<file path="src/rtl/cordic_rotator_if.sv">
// Handshake and operand bundle for cordic_rotator: input operands with valid/ready,
// rotated result with valid/ready.
interface cordic_rotator_if #(
    parameter int WIDTH  = 16,
    parameter int AWIDTH = 20
);
    logic                     in_valid;
    logic                     in_ready;
    logic signed [WIDTH-1:0]  xi;
    logic signed [WIDTH-1:0]  yi;
    logic        [AWIDTH-1:0] zi;
    logic                     out_valid;
    logic                     out_ready;
    logic signed [WIDTH+1:0]  xo;
    logic signed [WIDTH+1:0]  yo;
    logic        [AWIDTH-1:0] zo;

    modport master (
        output in_valid, xi, yi, zi, out_ready,
        input  in_ready, out_valid, xo, yo, zo
    );

    modport slave (
        input  in_valid, xi, yi, zi, out_ready,
        output in_ready, out_valid, xo, yo, zo
    );
endinterface

</file>
<file path="src/rtl/cordic_rotator.sv">
// Iterative rotation-mode CORDIC, one micro-rotation per enabled clock.
// Define CORDIC_GAIN_COMP_EN to add a SCALE state that removes the CORDIC gain K.
module cordic_rotator #(
    parameter int WIDTH  = 16,
    parameter int AWIDTH = 20,
    parameter int ITER   = 16
) (
    input  logic             clk,
    input  logic             rst_n,
    input  logic             ena,
    cordic_rotator_if.slave  bus,
    output logic             busy
);
    localparam int XW = WIDTH + 2;
    localparam int CW = (ITER > 1) ? $clog2(ITER) : 1;

    localparam logic [1:0] IDLE  = 2'd0;
    localparam logic [1:0] ROT   = 2'd1;
    localparam logic [1:0] DONE  = 2'd2;
`ifdef CORDIC_GAIN_COMP_EN
    localparam logic [1:0] SCALE = 2'd3;
    localparam logic signed [16:0] GAIN_C = 17'sh09B75;
`endif

    // atan(2^-i) with 2^32 = 360 deg
    function automatic logic [31:0] atan32(input int i);
        case (i)
            0:  return 32'h20000000;  1:  return 32'h12E4051E;
            2:  return 32'h09FB385B;  3:  return 32'h051111D4;
            4:  return 32'h028B0D43;  5:  return 32'h0145D7E1;
            6:  return 32'h00A2F61E;  7:  return 32'h00517C55;
            8:  return 32'h0028BE53;  9:  return 32'h00145F2F;
            10: return 32'h000A2F98;  11: return 32'h000517CC;
            12: return 32'h00028BE6;  13: return 32'h000145F3;
            14: return 32'h0000A2FA;  15: return 32'h0000517D;
            16: return 32'h000028BE;  17: return 32'h0000145F;
            18: return 32'h00000A30;  19: return 32'h00000518;
            20: return 32'h0000028C;  21: return 32'h00000146;
            22: return 32'h000000A3;  23: return 32'h00000051;
            24: return 32'h00000029;  25: return 32'h00000014;
            26: return 32'h0000000A;  27: return 32'h00000005;
            28: return 32'h00000003;  29: return 32'h00000001;
            30: return 32'h00000001;
            default: return 32'h00000000;
        endcase
    endfunction

    // Keep the top AWIDTH bits, rounding half up
    function automatic logic [AWIDTH-1:0] atan_round(input int i);
        logic [32:0] c;
        c = {1'b0, atan32(i)};
        if (AWIDTH < 32)
            c = c + (33'd1 << (31 - AWIDTH));
        return AWIDTH'(c >> (32 - AWIDTH));
    endfunction

    logic [AWIDTH-1:0] atan_tab [ITER];

    generate
        for (genvar gi = 0; gi < ITER; gi++) begin : g_atan
            assign atan_tab[gi] = atan_round(gi);
        end
    endgenerate

    logic [1:0]               state_reg;
    logic [CW-1:0]            cnt_reg;
    logic signed [XW-1:0]     x_reg, y_reg;
    logic [AWIDTH-1:0]        z_reg;
    logic signed [XW-1:0]     xo_reg, yo_reg;
    logic [AWIDTH-1:0]        zo_reg;

    logic signed [XW-1:0]     x_ext, y_ext, x_pre, y_pre;
    logic [AWIDTH-1:0]        z_pre;
    logic signed [XW-1:0]     x_sh, y_sh, x_rot, y_rot;
    logic [AWIDTH-1:0]        z_rot, atan_cur;

    // Fold angles beyond +-90 deg into range by negating the vector (exact thanks to guard bits)
    always_comb begin
        x_ext = {{2{bus.xi[WIDTH-1]}}, bus.xi};
        y_ext = {{2{bus.yi[WIDTH-1]}}, bus.yi};
        x_pre = x_ext;
        y_pre = y_ext;
        z_pre = bus.zi;
        if (bus.zi[AWIDTH-1] != bus.zi[AWIDTH-2]) begin
            x_pre = -x_ext;
            y_pre = -y_ext;
            z_pre = bus.zi - {1'b1, {(AWIDTH-1){1'b0}}};
        end
    end

    always_comb begin
        atan_cur = atan_tab[cnt_reg];
        x_sh     = x_reg >>> cnt_reg;
        y_sh     = y_reg >>> cnt_reg;
        if (!z_reg[AWIDTH-1]) begin
            x_rot = x_reg - y_sh;
            y_rot = y_reg + x_sh;
            z_rot = z_reg - atan_cur;
        end else begin
            x_rot = x_reg + y_sh;
            y_rot = y_reg - x_sh;
            z_rot = z_reg + atan_cur;
        end
    end

`ifdef CORDIC_GAIN_COMP_EN
    logic signed [XW+16:0] x_prod, y_prod;
    logic signed [XW-1:0]  x_scl, y_scl;

    always_comb begin
        x_prod = x_reg * GAIN_C;
        y_prod = y_reg * GAIN_C;
        x_scl  = XW'(x_prod >>> 16);
        y_scl  = XW'(y_prod >>> 16);
    end
`endif

    always_ff @(posedge clk or negedge rst_n) begin
        if (!rst_n) begin
            state_reg <= IDLE;
            cnt_reg   <= '0;
            x_reg     <= '0;
            y_reg     <= '0;
            z_reg     <= '0;
            xo_reg    <= '0;
            yo_reg    <= '0;
            zo_reg    <= '0;
        end else if (ena) begin
            case (state_reg)
                IDLE: begin
                    if (bus.in_valid) begin
                        x_reg     <= x_pre;
                        y_reg     <= y_pre;
                        z_reg     <= z_pre;
                        cnt_reg   <= '0;
                        state_reg <= ROT;
                    end
                end
                ROT: begin
                    x_reg   <= x_rot;
                    y_reg   <= y_rot;
                    z_reg   <= z_rot;
                    cnt_reg <= cnt_reg + 1'b1;
                    if (cnt_reg == CW'(ITER - 1)) begin
`ifdef CORDIC_GAIN_COMP_EN
                        state_reg <= SCALE;
`else
                        xo_reg    <= x_rot;
                        yo_reg    <= y_rot;
                        zo_reg    <= z_rot;
                        state_reg <= DONE;
`endif
                    end
                end
`ifdef CORDIC_GAIN_COMP_EN
                SCALE: begin
                    xo_reg    <= x_scl;
                    yo_reg    <= y_scl;
                    zo_reg    <= z_reg;
                    state_reg <= DONE;
                end
`endif
                DONE: begin
                    if (bus.out_ready)
                        state_reg <= IDLE;
                end
                default: state_reg <= IDLE;
            endcase
        end
    end

    assign bus.in_ready  = (state_reg == IDLE);
    assign bus.out_valid = (state_reg == DONE);
    assign busy          = (state_reg != IDLE);
    assign bus.xo        = xo_reg;
    assign bus.yo        = yo_reg;
    assign bus.zo        = zo_reg;
endmodule

</file>
<file path="src/flat_wrapper.sv">
// flat-port wrapper written by rule: the top's interface ports become plain ports
module cordic_rotator_flat 
#(
    parameter int WIDTH  = 16,
    parameter int AWIDTH = 20,
    parameter int ITER   = 16
)
  (clk, rst_n, ena, busy, bus_in_valid, bus_xi, bus_yi, bus_zi, bus_out_ready, bus_in_ready, bus_out_valid, bus_xo, bus_yo, bus_zo);
  cordic_rotator_if #(.WIDTH(WIDTH), .AWIDTH(AWIDTH)) bus_i ();
  input  logic clk;
  input  logic rst_n;
  input  logic ena;
  output logic busy;
  input wire logic [$bits(bus_i.in_valid)-1:0] bus_in_valid;
  input wire logic [$bits(bus_i.xi)-1:0] bus_xi;
  input wire logic [$bits(bus_i.yi)-1:0] bus_yi;
  input wire logic [$bits(bus_i.zi)-1:0] bus_zi;
  input wire logic [$bits(bus_i.out_ready)-1:0] bus_out_ready;
  output wire logic [$bits(bus_i.in_ready)-1:0] bus_in_ready;
  output wire logic [$bits(bus_i.out_valid)-1:0] bus_out_valid;
  output wire logic [$bits(bus_i.xo)-1:0] bus_xo;
  output wire logic [$bits(bus_i.yo)-1:0] bus_yo;
  output wire logic [$bits(bus_i.zo)-1:0] bus_zo;
  assign bus_i.in_valid = bus_in_valid;
  assign bus_i.xi = bus_xi;
  assign bus_i.yi = bus_yi;
  assign bus_i.zi = bus_zi;
  assign bus_i.out_ready = bus_out_ready;
  assign bus_in_ready = bus_i.in_ready;
  assign bus_out_valid = bus_i.out_valid;
  assign bus_xo = bus_i.xo;
  assign bus_yo = bus_i.yo;
  assign bus_zo = bus_i.zo;
  cordic_rotator #(.WIDTH(WIDTH), .AWIDTH(AWIDTH), .ITER(ITER)) u_core (.clk(clk), .rst_n(rst_n), .ena(ena), .bus(bus_i), .busy(busy));
endmodule
</file>
<file path="config.mk">
export PLATFORM = sky130hd
export DESIGN_NAME = cordic_rotator_flat
export DESIGN_NICKNAME = d
export VERILOG_FILES = /design/src/rtl/cordic_rotator_if.sv /design/src/rtl/cordic_rotator.sv /design/src/flat_wrapper.sv
export SDC_FILE = /design/constraint.sdc
export NUM_CORES = 1
export LEC_CHECK = 0
export ABC_CLOCK_PERIOD_IN_PS = 8600
export CORE_MARGIN = 3
export CORE_UTILIZATION = 40
export DETAILED_ROUTE_END_ITERATION = 7
export HOLD_SLACK_MARGIN = 0.15
export PLACE_DENSITY = 0.7
export SYNTH_ARGS = -nofsm -noshare
export SYNTH_HDL_FRONTEND = slang
export SYNTH_SLANG_ARGS = --single-unit
</file>
<file path="constraint.sdc">
create_clock -name clk -period 8.6 [get_ports clk]
set_clock_uncertainty 0.15 [all_clocks]
set_input_delay 0.86 -clock clk [delete_from_list [all_inputs] [get_ports clk]]
set_output_delay 0.86 -clock clk [all_outputs]
set_load 0.02 [all_outputs]
</file>
==> results.rst <==
.. list-table::
   :header-rows: 1

   * - Metric
     - Value
   * - Total die area
     - 29800 um2
   * - Post-CTS Setup Repair Bufs
     - 0
   * - Total standard cell area after synthesis
     - 11100 um2
   * - Net count of the mapped netlist
     - 1482
   * - Synth Warn #
     - 0
   * - Worst reg-to-reg path cell count
     - 21
   * - Count of input and output buffers
     - 115
   * - Per-instance average area after synthesis
     - 8.18 um2
   * - Count of non-filler cells in the finished layout
     - 1812
   * - Crit path DAT
     - 6290 ps
   * - Sink Count
     - 118
   * - Pre-Repair DR Iteration Count
     - 5
   * - Final slew viol count
     - 0
   * - Share of cells above drive strength 1
     - 0.0806
   * - Pin count of the biggest net entering global routing
     - 69
   * - Hold-fix buffer count after cts
     - 0
   * - Category of cells accounting for the largest share of critical-path delay
     - compound AO/OA/AOI/OAI gates
   * - Total setup violations reported at the end of the flow
     - 0
   * - Number of remaining DRC errors
     - 0
   * - Unrepaired setup endpoints after global routing
     - false
   * - Final critical-path share of the clock period
     - 0.707
   * - Total overflow reported by the global router
     - 0
   * - All-layer global routing usage
     - 0.214
   * - Min cycle time layout
     - 6080 ps
   * - Largest fanout on the critical path
     - 54
   * - Crit Path Class
     - register to register
   * - Worst Tran Pin Value
     - 921 ps
   * - Clock transition at the registers of the reported paths
     - 70 ps
   * - List of most frequent post-synthesis cells
     - nand2_1 (270), o21ai_0 (128), dfrtp_1 (118)
   * - Top cells by area in the synthesized netlist
     - dfrtp_1 (27%), nand2_1 (9.1%), mux4_2 (7.5%)
   * - Io pins
     - 116
   * - Via count of the first global-routing pass
     - 10000
   * - Cts bufs inserted
     - 17
   * - Post-synthesis cell type count
     - 71
   * - Setup TNS
     - 0 ps
   * - H-tree depth
     - 4
   * - Chain of cells forming the critical path
     - buf_4 > inv_1 > mux2i_1 > nor2_1 > a221oi_1 > ha_1 > and2_1 > nor2b_1 > a21oi_1 > xor2_1 > nor2_1 > a21oi_1 > ha_1 > and3_1 > nand4_1 > o211ai_1 > o41ai_1 > o21ai_0 > xnor2_1 > o22ai_1 > o21ai_1
   * - Clock Latency Late Sink
     - 430 ps
   * - Relative slew slack
     - 0.386
   * - Capturing element type of the critical path
     - register
   * - Buf+Inv Stages, Crit Path
     - 2
   * - Remaining number of nets flagged by the antenna check after routing
     - 0
   * - Synth Instances
     - 1356
   * - #FFs+latches synth
     - 118
   * - Setup slack on the worst flop-to-flop path
     - 2520 ps
   * - Number of DRC markers in iteration 0
     - 865
   * - First-pass GRT wire length
     - 52600 um
   * - Die height
     - 173 um
   * - Clock tree root buffer cell
     - clkbuf_16
   * - EDFF count, synth
     - 0
   * - Floorplan die width
     - 173 um
   * - CP Capture Point
     - u_core.x_reg[17]
   * - Clock tree from TritonCTS
     - yes
   * - Cell count along the critical path
     - 21
   * - Clock tree buffer depth
     - 2
   * - Cell type contributing the most total cell area after synthesis
     - dfrtp_1
   * - Critical-path top delay cell
     - buf_4
   * - Wire length reported by the detailed router
     - 32400 um
   * - Depth of the worst hold-timing path
     - 2
   * - Count of maximum capacitance violations
     - 0
   * - Number of cells upsized or downsized after cts
     - 0
   * - Routed wire per std cell
     - 17.9 um
   * - Startpoint of the most critical register-to-register path
     - u_core.cnt_reg[0]
   * - Placed cell count
     - 1780
   * - Critical Path Max Stage Delay
     - 590 ps
   * - Status
     - completed
   * - Final count of hold timing violations
     - 0
   * - Endpoint of the lowest-slack register-to-register path
     - u_core.x_reg[17]
   * - Dominant register cell in the synthesized netlist
     - dfrtp_1
   * - Number of antenna violations at the first check in global routing
     - 0
   * - Source of the critical timing path
     - u_core.cnt_reg[0]
   * - Share of the synthesized area in the top cell type
     - 0.266
   * - Worst Hold Class
     - register to register
   * - Cell with the most instances after synthesis
     - nand2_1
   * - Share of the core filled with cells
     - 0.482
   * - Site Rows
     - 60
   * - Number of antenna repair diodes
     - 0
   * - Placeable Area
     - 27100 um2
   * - Sum of net half-perimeters after detailed placement
     - 23600 um
   * - Total via count in the routed design
     - 10300
   * - # nets final
     - 1553
   * - Initial Utilization
     - 0.409
   * - Post-DR vias/cell
     - 5.68
   * - Fillers
     - 2600
   * - CP Data Required Time
     - 8810 ps
   * - Share of flip-flops with an asynchronous set or reset after synthesis
     - 1.00
   * - Area grow syn2layout
     - 17.6%
   * - Critical path launch point type
     - register
   * - Fraction of the yosys area taken by sequential cells
     - 0.266
   * - Global placer's final weighted congestion
     - 0.980
   * - Timing-limited maximum frequency
     - 0.165 GHz
-- how the worst min path moves through the flow --
| stage | endpoint | startpoint |
|---|---|---|
| 2_1_floorplan | u_core.z_reg[0] | u_core.z_reg[0] |
| 3_3_place_gp | u_core.bus.zo[14] | u_core.bus.zo[14] |
| 3_5_place_dp | u_core.bus.zo[14] | u_core.bus.zo[14] |
| 4_1_cts | u_core.bus.zo[14] | u_core.bus.zo[14] |
| 5_1_grt | u_core.bus.zo[3] | u_core.bus.zo[3] |
| 6_report | u_core.bus.zo[7] | u_core.bus.zo[7] |
-- per-layer routing --
| metal | GRT usage | wire length, um | share of wire | vias to the layer above |
|---|---|---|---|---|
| met5 | 0 | 0 | 0 | - |
| met1 | 0.290 | 14500 | 0.45 | 4890 |
| met4 | 0.0754 | 927 | 0.029 | 0 |
| li1 | - | - | - | 4974 |
| met2 | 0.347 | 14900 | 0.46 | 365 |
| met3 | 0.0349 | 2040 | 0.063 | 62 |
-- layout make-up --
| class | instances | area (um2) | share of cell area |
|---|---|---|---|
| Multi-Input combinational cell | 1121 | 7630 | 0.584 |
| Sequential cell | 118 | 2960 | 0.227 |
| Tap cell | 372 | 465 | 0.0357 |
| Clock buffer | 17 | 425 | 0.0326 |
| Inverter | 39 | 146 | 0.0112 |
| Timing Repair Buffer | 130 | 1260 | 0.0966 |
| Clock inverter | 15 | 170 | 0.0130 |
-- stage by stage --
stage | instance area (um2) | worst slack, ps | hold WS, ps
6_report | 13100 | 2520 | 325
5_1_grt | 13100 | 2020 | 357
4_1_cts | 13100 | 2630 | 327
3_5_place_dp | 12500 | 2660 | 312
3_3_place_gp | 12500 | 2710 | 308
2_1_floorplan | 11100 | 3730 | 306
-- worst min-delay path, cell delays in order (launching register included) --
cell     delay, ps
dfrtp_1        340
nand2_1         50
nand2_1         50
-- layout by cell type (no fill, tap or decap), types with 6 or more instances in the layout --
cell and n:
a211oi_1 8, a21o_1 19, a21oi_1 104, a22o_1 6
a31oi_1 11, and2_1 11, and3_1 9, buf_4 16
clkbuf_16 17, clkdlybuf4s50_1 114, dfrtp_1 115, ha_1 66
inv_1 39, mux2_2 9, mux2i_1 28, mux4_2 37
nand2_1 269, nand2b_1 14, nand3_1 18, nor2_1 88
nor2b_1 15, nor3_1 21, o211ai_1 10, o21a_1 8
o21ai_0 128, o21bai_1 8, o22ai_1 21, o31ai_1 11
o41ai_1 6, xnor2_1 63, xor2_1 52
-- cell families (layout without fill, tap and decap cells) --
| group | count (synthesis) | after routing | share of synthesized area |
|---|---|---|---|
| adder cells (fa/ha/maj) | 69 | 69 | 0.0798 |
| flip-flops | 118 | 118 | 0.266 |
| buffers and inverters | 117 | 201 | 0.0477 |
| AND/OR/NAND/NOR | 484 | 484 | 0.191 |
| multiplexers | 79 | 79 | 0.120 |
| AO/OA/AOI/OAI | 373 | 373 | 0.202 |
| XOR/XNOR | 116 | 116 | 0.0928 |
Power is not shown: default switching activity piles up to over one toggle a cycle in this logic, so the estimate is an artifact.
